$ cat src/rtl/cache_arbiter.sv
// Two-client physical-memory arbiter: an I-cache and a D-cache share one memory port.
// Ties alternate through last_grant, and every transaction ends with a one-cycle RELEASE.
module cache_arbiter #(
    parameter int ADDR_W = 32,
    parameter int LINE_W = 256
) (
    input  logic              clk,
    input  logic              rst,
    input  logic              i_pmem_read,
    input  logic [ADDR_W-1:0] i_pmem_address,
    output logic [LINE_W-1:0] i_pmem_rdata,
    output logic              i_pmem_resp,
    input  logic              d_pmem_read,
    input  logic              d_pmem_write,
    input  logic [ADDR_W-1:0] d_pmem_address,
    input  logic [LINE_W-1:0] d_pmem_wdata,
    output logic [LINE_W-1:0] d_pmem_rdata,
    output logic              d_pmem_resp,
    output logic              mem_read,
    output logic              mem_write,
    output logic [ADDR_W-1:0] mem_address,
    output logic [LINE_W-1:0] mem_wdata,
    input  logic [LINE_W-1:0] mem_rdata,
    input  logic              mem_resp
);

    typedef enum logic [1:0] {
        IDLE    = 2'd0,
        SERVE_I = 2'd1,
        SERVE_D = 2'd2,
        RELEASE = 2'd3
    } state_t;

    state_t state, state_next;
    logic   last_grant, last_grant_next;
    logic   i_req, d_req;

    assign i_req = i_pmem_read;
    assign d_req = d_pmem_read | d_pmem_write;

    // Read data fans out to both clients; only the resp strobes qualify it.
    assign i_pmem_rdata = mem_rdata;
    assign d_pmem_rdata = mem_rdata;

    always_ff @(posedge clk or posedge rst) begin
        if (rst) begin
            state      <= IDLE;
            last_grant <= 1'b0;
        end else begin
            state      <= state_next;
            last_grant <= last_grant_next;
        end
    end

    always_comb begin
        state_next      = state;
        last_grant_next = last_grant;
        mem_read        = 1'b0;
        mem_write       = 1'b0;
        mem_address     = '0;
        mem_wdata       = '0;
        i_pmem_resp     = 1'b0;
        d_pmem_resp     = 1'b0;

        case (state)
            IDLE: begin
                // On a tie the side that did not win last time is granted.
                if (i_req && d_req) begin
                    if (last_grant) begin
                        state_next      = SERVE_I;
                        last_grant_next = 1'b0;
                    end else begin
                        state_next      = SERVE_D;
                        last_grant_next = 1'b1;
                    end
                end else if (i_req) begin
                    state_next      = SERVE_I;
                    last_grant_next = 1'b0;
                end else if (d_req) begin
                    state_next      = SERVE_D;
                    last_grant_next = 1'b1;
                end
            end
            SERVE_I: begin
                mem_read    = 1'b1;
                mem_address = i_pmem_address;
                i_pmem_resp = mem_resp;
                if (mem_resp) begin
                    state_next = RELEASE;
                end
            end
            SERVE_D: begin
                // Write-back wins when the D-cache raises both read and write.
                mem_write   = d_pmem_write;
                mem_read    = ~d_pmem_write;
                mem_address = d_pmem_address;
                mem_wdata   = d_pmem_wdata;
                d_pmem_resp = mem_resp;
                if (mem_resp) begin
                    state_next = RELEASE;
                end
            end
            RELEASE: begin
                state_next = IDLE;
            end
            default: begin
                state_next = IDLE;
            end
        endcase
    end

endmodule

$ cat config.mk
export PLATFORM = sky130hd
export DESIGN_NAME = cache_arbiter
export DESIGN_NICKNAME = d
export VERILOG_FILES = /design/src/rtl/cache_arbiter.sv
export SDC_FILE = /design/constraint.sdc
export NUM_CORES = 1
export LEC_CHECK = 0
export CORE_AREA = 2 2 536 538
export CTS_BUF_LIST = sky130_fd_sc_hd__clkbuf_16
export CTS_CLUSTER_DIAMETER = 50
export DETAILED_ROUTE_END_ITERATION = 12
export DIE_AREA = 0 0 538 540
export DONT_BUFFER_PORTS = 1
export PLACE_DENSITY = 0.3
export RECOVER_POWER = 50
export REMOVE_ABC_BUFFERS = 1
export SLEW_MARGIN = 15
export SYNTH_ARGS = -nofsm -noshare
export SYNTH_HDL_FRONTEND = slang
export SYNTH_SLANG_ARGS = --single-unit
$ cat constraint.sdc
create_clock -name clk -period 1.3 [get_ports clk]
set_input_delay 0.195 -clock clk [delete_from_list [all_inputs] [get_ports clk]]
set_output_delay 0.195 -clock clk [all_outputs]
set_load 0.03 [all_outputs]
==> metrics.txt, run 1 <==
outcome=finished, violations left; failing checks=setup timing; Crit Path Class=register to output port; Slew @ Worst Pin=0.325 ns; final net count=1289; area of the multi-input gates=0.00278 mm^2; Buf/Inv on CP=4; Max stage delay on crit path=0.39 ns; Sw Ratio=53.5%; YS warnings=0; post-route minimum period=2.00 ns; Clock Skew=0.00248 ns; initial core utilization=2.22%; Netlist cell types=20; Tcrit/Tclk final=154%; CP Capture Type=output port; max-cap viol count=0; GRT overflow=0; Chip Width=538 um; clock power share=1.4%; crit path cell chain=inv_2 > ha_4 > buf_16 > clkbuf_16 > and2_1 > buf_12; Placed Instances=4426; Seq pwr share=0.6%; Root Buffer=clkbuf_16; drt wl/cell=76.0 um; vias after detailed routing=8704; Design Area, Final=0.0142 mm^2; Crit Path Max Fanout=30; vias in the first global route=6097; port buffer count=0; CTS Buf Count=3; io pins=1386; P&R area growth vs syn=125%; reg-to-reg endpoint=state[1]$_DFFE_PP0P_; Worst-path clk slew=0.03 ns; final non-filler cell total=4486; drt first pass iters=5; leak pwr=4.16 nW; most instantiated library cell after synthesis=buf_4; ys async rst share=100%; Vias/cell=1.94; H-tree lvl count=1; pin count of the biggest net entering global routing=62; Die ar.=0.291 mm^2; crit path launch=state[0]$_DFFE_PP0P_; register area=75.1 um^2; Worst-Skew Late Latency=0.23 ns; Iteration-0 DRC Markers=1205; capture point of the worst path=mem_wdata[121]; die height=540 um; clock sinks=3; Worst VDD drop=0.000866 V; Mapped Cells=900; r2r setup slk=-0.26 ns; Finished Core Util=4.99%; antenna violations before repair=217; Post-Place Worst Slack=-0.670 ns; mapped cell area=0.00632 mm^2; Main synth FF type=dfrtp_1; CTS tree=done; Synth top cells by count=buf_4, and2_1, nor2b_1; core area=0.284 mm^2; DR DRC count=0; Clock Path Buffers=2; Critical Path RT=1.11 ns; sw power=18.1 mW; Synth area leader=buf_4; Total Power=33.9 mW; Post-Syn Area per Cell=7.02 um^2; setup TNS=-178.52 ns; fin worst setup slack=-0.699 ns; part of the power in combinational logic=98.0%; R2R depth=7; Rel. slew slack=78.3%; Seq cells post-synth=3; Hold WS=0.0782 ns; row count=196; top-area cell type share of the netlist area=60.9%; post-synthesis sequential area ratio=1.19%; placed cell areas=0.0128 mm^2; first-pass GRT wire length=354 mm; RR Startpoint=state[0]$_DFFE_PP0P_; Arrival @ worst endpoint=1.80 ns; final setup fails=294; Slew Viols, Final=0; Area contributors post-synth=buf_4, and2_1, a22oi_1; HP Class=primary input to register; Routed Antenna Nets=0; CP delay by family, top=buffers and inverters; post-DP HPWL=311 mm; unrepaired setup endpoints after global routing=yes; final hold violation count=0; Pint=15.8 mW; Fmax=500 MHz; final WL=341 mm; Layout fillers=33600; layout cells sized above 1=77.8%; crit path max-delay cell type=dfrtp_1; startpoint class of the critical path=register; EDFF count, synth=0; PwrDens=2390 mW/mm^2; stages on the worst setup path=6; GPL Wtd Cong=0.901; Overall Global Routing Usage=22.4%
-- cell type report --
class / count / share of cell area (%)
clock inverters: 1 / 0.0265
flip-flops and latches: 3 / 0.529
inverters: 5 / 0.132
clock buffers: 3 / 0.529
multi-input cells: 341 / 19.6
well taps: 3762 / 33.2
diodes: 22 / 0.388
repair buffers: 349 / 45.6
-- per-layer routing --
| metal | wire [um] | track usage [%] |
|---|---|---|
| met1 | 75800 | 14.2 |
| met2 | 137000 | 32.3 |
| met3 | 99500 | 30.9 |
| met4 | 20900 | 9.90 |
| met5 | 8210 | 20.4 |
-- repair_timing --
action	4_1_cts	5_1_grt
gates resized for setup	30	207
cloned	2	16
endpoints found under the hold margin	3	0
setup endpoints to repair	294	295
buffers inserted	4	13
pin swaps	0	5
hold buffers	1	0
-- worst min-delay path by stage --
stage	from	endpoint	slack, ns	cells after the start
global route	i_pmem_read	last_grant$_DFFE_PP0P_	0.08	1
finish	i_pmem_read	last_grant$_DFFE_PP0P_	0.08	1
floorplan	rst	last_grant$_DFFE_PP0P_	-0.05	1
CTS	i_pmem_read	last_grant$_DFFE_PP0P_	0.08	1
global placement	rst	last_grant$_DFFE_PP0P_	-0.02	1
detailed placement	rst	last_grant$_DFFE_PP0P_	-0.01	1
-- flip-flops by register name, indices dropped and copies added (netlist names) --
register    flops
state           2
last_grant      1
-- cells in the final DEF, fill, tap and decap left out, types with 2 or more instances in the layout --
cell and count:
a22oi_1 26, a22oi_2 6, and2_1 93, and2_4 165, buf_12 276, buf_16 6, buf_4 36, buf_6 15
buf_8 4, clkbuf_16 14, dfrtp_1 3, diode_2 22, ha_4 4, inv_1 4, inv_2 2, nor2b_1 23
nor2b_2 11
-- worst register-to-register path: cells and delay by family, from the launching register on --
family | cells | cell delay, ns
flip-flops | 1 | 0.37
buffers and inverters | 3 | 0.34
adder cells (fa/ha/maj) | 1 | 0.24
AO/OA/AOI/OAI | 1 | 0.22
AND/OR/NAND/NOR | 1 | 0.12
multiplexers | 1 | 0.12
-- power groups by stage --
stage	registers [mW]	clock network (mW)	logic [mW]
detailed placement	0.181	0	28.5
floorplan	0.171	0	5.16
finish	0.190	0.488	33.2
global placement	0.177	0	28.5
global route	0.193	0.493	34.8
CTS	0.181	0.486	29.4
-- cells by family (layout without fill, tap and decap cells) --
family | after synthesis | after routing | synth area share (%)
AO/OA/AOI/OAI | 38 | 38 | 4.46
adder cells (fa/ha/maj) | 4 | 4 | 0.792
buffers and inverters | 556 | 358 | 63.7
flip-flops | 3 | 3 | 1.19
multiplexers | 2 | 2 | 0.337
other | 0 | 22 | 0
AND/OR/NAND/NOR | 297 | 297 | 29.6
No activity file was read; power rests on OpenSTA's default activity.
==> inputs of run 2 (changes only) <==
--- a/config.mk
+++ b/config.mk
@@ -5,11 +5,11 @@
 export SDC_FILE = /design/constraint.sdc
 export NUM_CORES = 1
 export LEC_CHECK = 0
-export CORE_AREA = 2 2 536 538
+export CORE_AREA = 3 3 537 539
 export CTS_BUF_LIST = sky130_fd_sc_hd__clkbuf_16
 export CTS_CLUSTER_DIAMETER = 50
 export DETAILED_ROUTE_END_ITERATION = 12
-export DIE_AREA = 0 0 538 540
+export DIE_AREA = 0 0 540 542
 export DONT_BUFFER_PORTS = 1
 export PLACE_DENSITY = 0.3
 export RECOVER_POWER = 50
==> metrics.txt, run 2 (synthesis gave the netlist of run 1 again) <==
clock power share=1.5%; GRT overflow=0; leading cell type in the layout, fill and taps excluded=buf_12; PwrDens=2490 mW/mm^2; Root Buffer=clkbuf_16; vias after detailed routing=8646; Design Area, Final=0.0138 mm^2; failing checks=setup timing; drt first pass iters=5; RR Startpoint=state[0]$_DFFE_PP0P_; R2R depth=7; Top Registers=state x2, last_grant x1; max-cap viol count=0; leak pwr=3.95 nW; Sw Ratio=57.0%; fin worst setup slack=-0.705 ns; Total Power=34.3 mW; r2r setup slk=-0.50 ns; core area=0.284 mm^2; Worst-path clk slew=0.03 ns; Overall Global Routing Usage=22.3%; Routed Antenna Nets=0; Pint=14.8 mW; Finished Core Util=4.85%; Clock Skew=0.00419 ns; io pins=1386; worst hold stages=1; unrepaired setup endpoints after global routing=yes; register with the most flip-flops=state; row count=196; sw power=19.6 mW; post-DP HPWL=313 mm; clock sinks=3; layout cells sized above 1=70.1%; Placed Instances=4434; Rel. slew slack=80.5%; Chip Width=540 um; final net count=1276; pin count of the biggest net entering global routing=59; Worst VDD drop=0.000765 V; initial core utilization=2.22%; Tcrit/Tclk final=154%; CP Capture Type=output port; Critical Path RT=1.11 ns; GPL Wtd Cong=0.943; final WL=340 mm; antenna violations before repair=184; first-pass GRT wire length=357 mm; Vias/cell=1.94; Die ar.=0.293 mm^2; Fmax=499 MHz; reg-to-reg endpoint=state[0]$_DFFE_PP0P_; CTS Buf Count=3; DR DRC count=0; Iteration-0 DRC Markers=1217; Hold EP=last_grant$_DFFE_PP0P_; part of the power in combinational logic=98.0%; start point of the worst hold path=i_pmem_read; setup TNS=-183.91 ns; placed cell areas=0.0130 mm^2; Arrival @ worst endpoint=1.81 ns; startpoint class of the critical path=register; Hold WS=0.0793 ns; vias in the first global route=5996; Seq pwr share=0.6%; final hold violation count=0; max FFs per register=2; most frequent cells in the layout=buf_12, and2_1, and2_4; die height=542 um; CTS tree=done; Slew @ Worst Pin=0.292 ns; Post-Place Worst Slack=-0.538 ns; Slew Viols, Final=0; HP Class=primary input to register; P&R area growth vs syn=118%; Crit Path Class=register to output port; drt wl/cell=76.2 um; Crit Path Max Fanout=14; Worst-Skew Late Latency=0.23 ns; H-tree lvl count=1; outcome=finished, violations left; final non-filler cell total=4459; post-route minimum period=2.00 ns; final setup fails=295; port buffer count=0; Clock Path Buffers=2
## run 2: changes by cell type in the layout (fill, tap and decap cells not counted), moves of 7 or more
cell       delta
and2_1       +56
a22oi_2      +12
clkbuf_16     -8
diode_2      -14
a22oi_1      -12
buf_6        -12
buf_4         +7
and2_4       -56
## run 2: how the worst max path moves through the flow
stage / cells past startpoint / slack (ns) / end / start
floorplan: 4 / -3.56 / mem_address[0] / state[0]$_DFFE_PP0P_
global placement: 6 / -0.43 / mem_wdata[245] / state[0]$_DFFE_PP0P_
detailed placement: 6 / -0.54 / mem_wdata[99] / state[0]$_DFFE_PP0P_
CTS: 6 / -0.70 / mem_wdata[250] / state[0]$_DFFE_PP0P_
global route: 6 / -0.74 / mem_wdata[161] / state[0]$_DFFE_PP0P_
finish: 6 / -0.70 / mem_wdata[101] / state[0]$_DFFE_PP0P_
## run 2: critical path, stage by stage (launching register included)
cell	delay, ns
dfrtp_1	0.40
inv_2	0.10
ha_4	0.18
buf_16	0.19
buf_4	0.26
and2_1	0.21
buf_12	0.16
## run 2: timing repair
| action | in CTS | in global routing |
|---|---|---|
| gates resized for setup | 42 | 107 |
| buffers inserted | 2 | 2 |
| gates cloned | 4 | 4 |
| pin swaps | 1 | 3 |
| hold endpoints to repair | 3 | 0 |
| hold buffers | 1 | 0 |
| setup endpoints to repair | 295 | 295 |
## run 2: cell type report
type                       instances  area [um^2]
antenna                            8         20.0
multi-input combinational        341         2660
inverter                           5         18.8
timing repair buffer             336         6230
clock buffer                       3         75.1
fill                           33500       271000
tap                             3762         4710
clock inverter                     1         3.75
sequential                         3         75.1
## run 2: layer usage
metal / part of all wire (%) / vias up / track usage [%]
met5: 2.4 / - / 20.1
li1: - / 1824 / -
met1: 23 / 3631 / 14.2
met2: 41 / 2603 / 33.0
met3: 29 / 529 / 30.4
met4: 5.3 / 59 / 8.11
## run 2: power groups by stage
stage | clock network (mW) | logic, mW | registers, mW
floorplan | 0 | 5.16 | 0.171
global placement | 0 | 31.2 | 0.174
detailed placement | 0 | 31.4 | 0.188
CTS | 0.500 | 32.8 | 0.188
global route | 0.507 | 35.4 | 0.189
finish | 0.503 | 33.6 | 0.191
==> inputs of run 3 (changes only) <==
--- a/config.mk
+++ b/config.mk
@@ -5,11 +5,11 @@
 export SDC_FILE = /design/constraint.sdc
 export NUM_CORES = 1
 export LEC_CHECK = 0
-export CORE_AREA = 3 3 537 539
+export CORE_AREA = 2 2 536 538
 export CTS_BUF_LIST = sky130_fd_sc_hd__clkbuf_16
 export CTS_CLUSTER_DIAMETER = 50
 export DETAILED_ROUTE_END_ITERATION = 12
-export DIE_AREA = 0 0 540 542
+export DIE_AREA = 0 0 538 540
 export DONT_BUFFER_PORTS = 1
 export PLACE_DENSITY = 0.3
 export RECOVER_POWER = 50
==> results of run 3 <==
The final DEF is identical to that of run 1; final timing and power are the same.
